===== src/rtl/slc3_pkg.sv =====
`default_nettype none
// +----------------------------------------------------------------------+
// | slc3_pkg                                                             |
// | Shared types and default widths for the SLC-3 fetch path.            |
// | Rev 1.0                                                              |
// +----------------------------------------------------------------------+
package slc3_pkg;

  localparam int SLC3_DATA_W = 16;
  localparam int SLC3_ADDR_W = 16;

  typedef enum logic [2:0] {
    S_IDLE,
    S_MAR,
    S_WAIT,
    S_MDR,
    S_IR,
    S_PAUSE
  } fetch_state_t;

endpackage
`default_nettype wire


===== src/rtl/load_reg_arn.sv =====
`default_nettype none
// +----------------------------------------------------------------------+
// | load_reg_arn                                                         |
// | Load-enabled register with asynchronous active-low reset.            |
// | Rev 1.0                                                              |
// +----------------------------------------------------------------------+
module load_reg_arn #(
  parameter int                    DATA_WIDTH = 16,
  parameter logic [DATA_WIDTH-1:0] RESET_VAL  = '0
) (
  input  logic                  clk,
  input  logic                  reset,
  input  logic                  load,
  input  logic [DATA_WIDTH-1:0] d,
  output logic [DATA_WIDTH-1:0] q
);

  always_ff @(posedge clk or negedge reset) begin
    if (!reset) begin
      q <= RESET_VAL;
    end else if (load) begin
      q <= d;
    end
  end

endmodule
`default_nettype wire


===== src/rtl/slc3_fetch_unit.sv =====
`default_nettype none
// +----------------------------------------------------------------------+
// | slc3_fetch_unit                                                      |
// | Parametrised PC/MAR/MDR/IR instruction fetch engine with redirect,   |
// | memory wait-state counter and run/pause control.                     |
// | Option macro: SLC3_FETCH_SINGLE_STEP_EN (pause after each fetch).    |
// | Rev 1.0                                                              |
// +----------------------------------------------------------------------+
module slc3_fetch_unit
  import slc3_pkg::*;
#(
  parameter int                DATA_W      = SLC3_DATA_W,
  parameter int                ADDR_W      = SLC3_ADDR_W,
  parameter int                MEM_LATENCY = 1,
  parameter logic [ADDR_W-1:0] RESET_PC    = '0
) (
  input  logic              clk,
  input  logic              reset,
  input  logic              run_i,
  input  logic              continue_i,
  input  logic              redirect_i,
  input  logic [ADDR_W-1:0] redirect_pc_i,
  input  logic [DATA_W-1:0] mem_rdata,
  output logic [ADDR_W-1:0] mem_addr,
  output logic              mem_mem_ena,
  output logic              mem_wr_ena,
  output logic [ADDR_W-1:0] pc_o,
  output logic [DATA_W-1:0] ir_o,
  output logic              ir_valid_o,
  output logic              busy_o,
  output logic [DATA_W-1:0] hex_display_debug
);

  localparam int                 C_CNT_W    = (MEM_LATENCY > 1) ? $clog2(MEM_LATENCY) : 1;
  localparam logic [C_CNT_W-1:0] C_CNT_INIT = C_CNT_W'(MEM_LATENCY - 1);

  fetch_state_t        r_state;
  fetch_state_t        w_state_nxt;
  logic [C_CNT_W-1:0]  r_wait_cnt;
  logic                r_cont_prev;
  logic                r_ir_valid;
  logic                w_cont_rise;
  logic                w_pc_load;
  logic                w_mar_load;
  logic                w_mdr_load;
  logic                w_ir_load;
  logic [ADDR_W-1:0]   w_pc_d;
  logic [ADDR_W-1:0]   r_pc;
  logic [ADDR_W-1:0]   r_mar;
  logic [DATA_W-1:0]   r_mdr;
  logic [DATA_W-1:0]   r_ir;

  assign w_cont_rise = continue_i & ~r_cont_prev;

  always_ff @(posedge clk or negedge reset) begin
    if (!reset) begin
      r_state     <= S_IDLE;
      r_wait_cnt  <= '0;
      r_cont_prev <= 1'b0;
      r_ir_valid  <= 1'b0;
    end else begin
      r_state     <= w_state_nxt;
      r_cont_prev <= continue_i;
      r_ir_valid  <= w_ir_load;
      if (w_mar_load) begin
        r_wait_cnt <= C_CNT_INIT;
      end else if ((r_state == S_WAIT) && (r_wait_cnt != '0)) begin
        r_wait_cnt <= r_wait_cnt - C_CNT_W'(1);
      end
    end
  end

  always_comb begin
    w_state_nxt = r_state;
    w_mar_load  = 1'b0;
    w_mdr_load  = 1'b0;
    w_ir_load   = 1'b0;
    case (r_state)
      S_IDLE: begin
        if (run_i) w_state_nxt = S_MAR;
      end
      S_MAR: begin
        w_mar_load  = 1'b1;
        w_state_nxt = S_WAIT;
      end
      S_WAIT: begin
        if (r_wait_cnt == '0) w_state_nxt = S_MDR;
      end
      S_MDR: begin
        w_mdr_load  = 1'b1;
        w_state_nxt = S_IR;
      end
      S_IR: begin
        w_ir_load = 1'b1;
`ifdef SLC3_FETCH_SINGLE_STEP_EN
        w_state_nxt = S_PAUSE;
`else
        w_state_nxt = run_i ? S_MAR : S_IDLE;
`endif
      end
      S_PAUSE: begin
        // Dropping run wins over a simultaneous continue edge
        if (!run_i) begin
          w_state_nxt = S_IDLE;
        end else if (w_cont_rise) begin
          w_state_nxt = S_MAR;
        end
      end
      default: w_state_nxt = S_IDLE;
    endcase
  end

  // A redirect replaces the increment; the in-flight MAR value is untouched
  assign w_pc_load = redirect_i | w_mar_load;
  assign w_pc_d    = redirect_i ? redirect_pc_i : (r_pc + ADDR_W'(1));

  load_reg_arn #(.DATA_WIDTH(ADDR_W), .RESET_VAL(RESET_PC)) u_pc_reg (
    .clk(clk), .reset(reset), .load(w_pc_load), .d(w_pc_d), .q(r_pc)
  );

  load_reg_arn #(.DATA_WIDTH(ADDR_W)) u_mar_reg (
    .clk(clk), .reset(reset), .load(w_mar_load), .d(r_pc), .q(r_mar)
  );

  load_reg_arn #(.DATA_WIDTH(DATA_W)) u_mdr_reg (
    .clk(clk), .reset(reset), .load(w_mdr_load), .d(mem_rdata), .q(r_mdr)
  );

  load_reg_arn #(.DATA_WIDTH(DATA_W)) u_ir_reg (
    .clk(clk), .reset(reset), .load(w_ir_load), .d(r_mdr), .q(r_ir)
  );

  assign mem_addr          = r_mar;
  assign mem_mem_ena       = (r_state == S_WAIT);
  assign mem_wr_ena        = 1'b0;
  assign pc_o              = r_pc;
  assign ir_o              = r_ir;
  assign ir_valid_o        = r_ir_valid;
  assign busy_o            = (r_state != S_IDLE) && (r_state != S_PAUSE);
  assign hex_display_debug = r_ir;

endmodule
`default_nettype wire


===== config.mk =====
export PLATFORM = sky130hd
export DESIGN_NAME = slc3_fetch_unit
export DESIGN_NICKNAME = d
export VERILOG_FILES = /design/src/rtl/slc3_pkg.sv /design/src/rtl/load_reg_arn.sv /design/src/rtl/slc3_fetch_unit.sv
export SDC_FILE = /design/constraint.sdc
export NUM_CORES = 1
export LEC_CHECK = 0
export CAP_MARGIN = 20
export CORE_MARGIN = 1.5
export CORE_UTILIZATION = 56
export DETAILED_ROUTE_END_ITERATION = 10
export DONT_BUFFER_PORTS = 1
export PLACE_DENSITY_LB_ADDON = 0.12
export SETUP_SLACK_MARGIN = 0.1
export SYNTH_ARGS = -nofsm -noshare
export SYNTH_HDL_FRONTEND = slang
export SYNTH_SLANG_ARGS = --single-unit

===== constraint.sdc =====
create_clock -name clk -period 2 [get_ports clk]
set_clock_uncertainty 0.1 [all_clocks]
set_input_delay 0.2 -clock clk [delete_from_list [all_inputs] [get_ports clk]]
set_output_delay 0.2 -clock clk [all_outputs]
set_load 0.02 [all_outputs]

==> results.py <==
metrics = {
    "outcome": {
        "status": "complete, but fails checks",
        "violations": "negative hold slack",
    },
    "detailed_routing": {
        "wl_per_cell_um": 15.5,
        "first_iter_violations": 90,
        "vias_per_cell": 5.31,
        "drc": 0,
        "num_vias": 2054,
        "dr.pass1.iters": 4,
        "ant_nets": 0,
        "totalWireLength_um": 5990,
    },
    "cts": {
        "clock_path_buffers": 2,
        "cts_sinks": 70,
        "clock_latency_ns": 0.34,
        "h-tree-depth": 3,
        "clk_root_buffer_cell": "clkbuf_8",
        "cts-buffers-inserted": 9,
        "postCtsHoldBufs": 35,
        "cts_tree": "built",
        "clkTransAtPathRegs_ns": 0.07,
    },
    "final_layout": {
        "multi_input_area_mm2": 0.00115,
        "final_nets": 350,
        "fillers": 387,
        "seq_area_mm2": 0.00175,
        "antenna_cells": 0,
        "fin_util_pct": 71.0,
        "final_layout_size_suffix_gt1_share_pct": 22.7,
        "area_growth_pct": 19.9,
    },
    "worst_setup_path": {
        "worstPathCellList": "or3b_4 -> nor4_4 -> buf_4 -> nor3b_1 -> a221o_1",
        "path_class": "register to register",
        "critPathLaunchType": "register",
        "critical_path.max_stage_delay_ns": 0.46,
        "crit_fanout": 8,
        "worstSetupEndpointType": "register",
        "cp_slowest_cell": "or3b_4",
        "cp_data_arrival_time_ns": 1.89,
        "required_ns": 2.13,
    },
    "floorplanning": {
        "start_util_pct": 59.2,
        "die_y_um": 77.2,
        "core_mm2": 0.00520,
        "chipWidth_um": 77.2,
        "die_area_mm2": 0.00596,
        "io_pins": 105,
        "fp-row-count": 26,
    },
    "synthesis": {
        "avgSynthCellArea_um2": 11.2,
        "ys_warn_count": 0,
        "synth_ff_type": "dfrtp_1",
        "ys_seq_area_share_pct": 56.8,
        "ys_top_cells_by_area": "dfrtp_1, mux2_2, nand2_1",
        "synth_cell_types": 35,
        "syn_inst": 274,
        "synth_top_area_share_pct": 56.8,
        "synth_edf_count": 0,
        "synth_top_cell_by_area": "dfrtp_1",
        "postSynth.asyncResetShare_pct": 100,
        "synth_most_common_cell": "dfrtp_1",
        "syn_area_mm2": 0.00308,
        "yosys-top-cells-count": "dfrtp_1, nand2_1, mux2_2",
        "synth-seq-cells": 70,
        "synth_nets": 312,
    },
    "grt": {
        "grt_max_degree": 71,
        "grt_antenna_before_repair": 0,
        "grt-ovfl-total": 0,
        "track_usage_pct": 22.1,
        "grt_pass1_vias": 2078,
        "grt_pass1_wl_um": 10100,
    },
    "timing": {
        "worst_hold_slack_ns": -0.557,
        "fmax_mhz": 567,
        "hold_viol": 70,
        "max_slew_margin_pct": 35.4,
        "min_period_ns": 1.76,
        "rsz0062_at_grt": "no",
        "finalSetupTns_ns": 0,
        "layout_worst_path_cycle_share_pct": 88.2,
        "setup_violations": 0,
        "drv_slew": 0,
        "tightest_slew_ns": 0.965,
    },
    "placement": {
        "io_buffers": 0,
        "hpwlAfterDp_um": 3850,
        "place_congestion": 0.835,
    },
    "hold_path": {
        "hold_path.class": "input port to async pin",
    },
    "pwr": {
        "total_leakage_power_nw": 1.67,
        "ir_drop_v": 0.000836,
        "power.density_mw_per_mm2": 1520,
    },
    "run": {
        "drv_cap": 0,
    },
}
==> through the flow <==
stage               power, W  cell area, µm²  setup slack, ns  hold WS [ns]  std cells
floorplan            0.00429            3090            0.139        -0.196        274
global placement     0.00441            3140            0.186        -0.194        335
detailed placement   0.00447            3140            0.130        -0.194        335
CTS                  0.00564            3680            0.119        -0.572        386
global route         0.00596            3690            0.110        -0.575        387
finish               0.00560            3690            0.235        -0.557        387
==> sequential cells by signal, summed over array words and instances (netlist names) <==
register / cells
u_mar_reg.q: 16
r_cont_prev: 1
u_pc_reg.q: 16
r_state: 3
u_ir_reg.q: 16
u_mdr_reg.q: 16
r_wait_cnt: 1
ir_valid_o: 1
==> final timing paths <==
path	slack, ns	cells past startpoint	from	end
max	0.24	5	r_state[2]	u_pc_reg.q[9]
max reg2reg	0.24	5	r_state[2]	u_pc_reg.q[9]
min in group clk	0.06	3	redirect_i	u_pc_reg.q[15]
max in group asynchronous	2.25	0	reset	u_mar_reg.q[12]
min reg2reg	0.39	1	r_wait_cnt	r_state[0]
min	-0.56	0	reset	u_mdr_reg.q[2]
==> critical path: cells and delay by family (launching register included) <==
family                 cells  cell delay, ns
and+or+nand+nor            3            0.72
DFF                        1            0.39
AOI/OAI and AO/OA          1            0.25
buffers and inverters      1            0.19
==> timing repair <==
action,4_1_cts,5_1_grt
hold endpoints to repair,104,70
resized for setup,0,2
setup buffers,0,1
setup endpoints to repair,0,5
==> layout make-up <==
| type | count | share of cell area (%) |
|---|---|---|
| tap | 70 | 2.37 |
| sequential | 70 | 47.4 |
| inverter | 7 | 0.711 |
| clock inverter | 7 | 1.76 |
| clock buffer | 9 | 3.35 |
| timing repair buffer | 54 | 13.3 |
| multi-input combinational | 170 | 31.1 |
==> power breakdown <==
group	internal (W)	switching, W	total (W)
Clock	0.000566	0.000524	0.00109
Combinational	0.000772	0.000716	0.00149
Sequential	0.00198	0.00104	0.00303
Total	0.00332	0.00228	0.00560
==> cell usage in the layout, fill, tap and decap left out, types with 2 or more instances in the layout <==
cell type,Yosys,layout
nand2b_1,3,3
clkinvlp_4,0,2
nand4_1,5,5
nand2_1,56,56
a31oi_1,2,2
mux2i_1,4,4
xor2_1,3,3
nor3b_1,2,2
dfrtp_1,70,70
nand3_1,4,4
nor2b_1,7,7
nor4_1,3,2
nor2_1,4,4
clkbuf_8,0,9
xnor2_1,5,5
clkinv_2,0,4
o21ai_0,15,15
inv_1,7,7
a22oi_1,2,2
a21o_1,2,2
and3_1,4,4
buf_4,18,19
mux2_2,32,32
dlygate4sd3_1,0,35
nor3_1,4,4
==> routing by layer <==
layer	vias up	part of all wire, %	global-route usage [%]	routed length, µm
li1	987	-	-	-
met1	981	45	29.2	2720
met2	76	46	33.5	2770
met3	10	6.3	6.07	378
met4	0	2.1	10.9	128
met5	-	0	0	0
==> cells by family after synthesis <==
kind of cell / after synthesis / share of synthesized area [%]
simple gates: 98 / 15.9
flops: 70 / 56.8
mux: 36 / 13.0
buf+inv: 34 / 6.42
compound gates: 26 / 5.03
xor+xnor: 8 / 2.27
fa+ha+maj: 1 / 0.406
other cells: 1 / 0.122
Note: power is estimated with default switching activity, not from simulation.
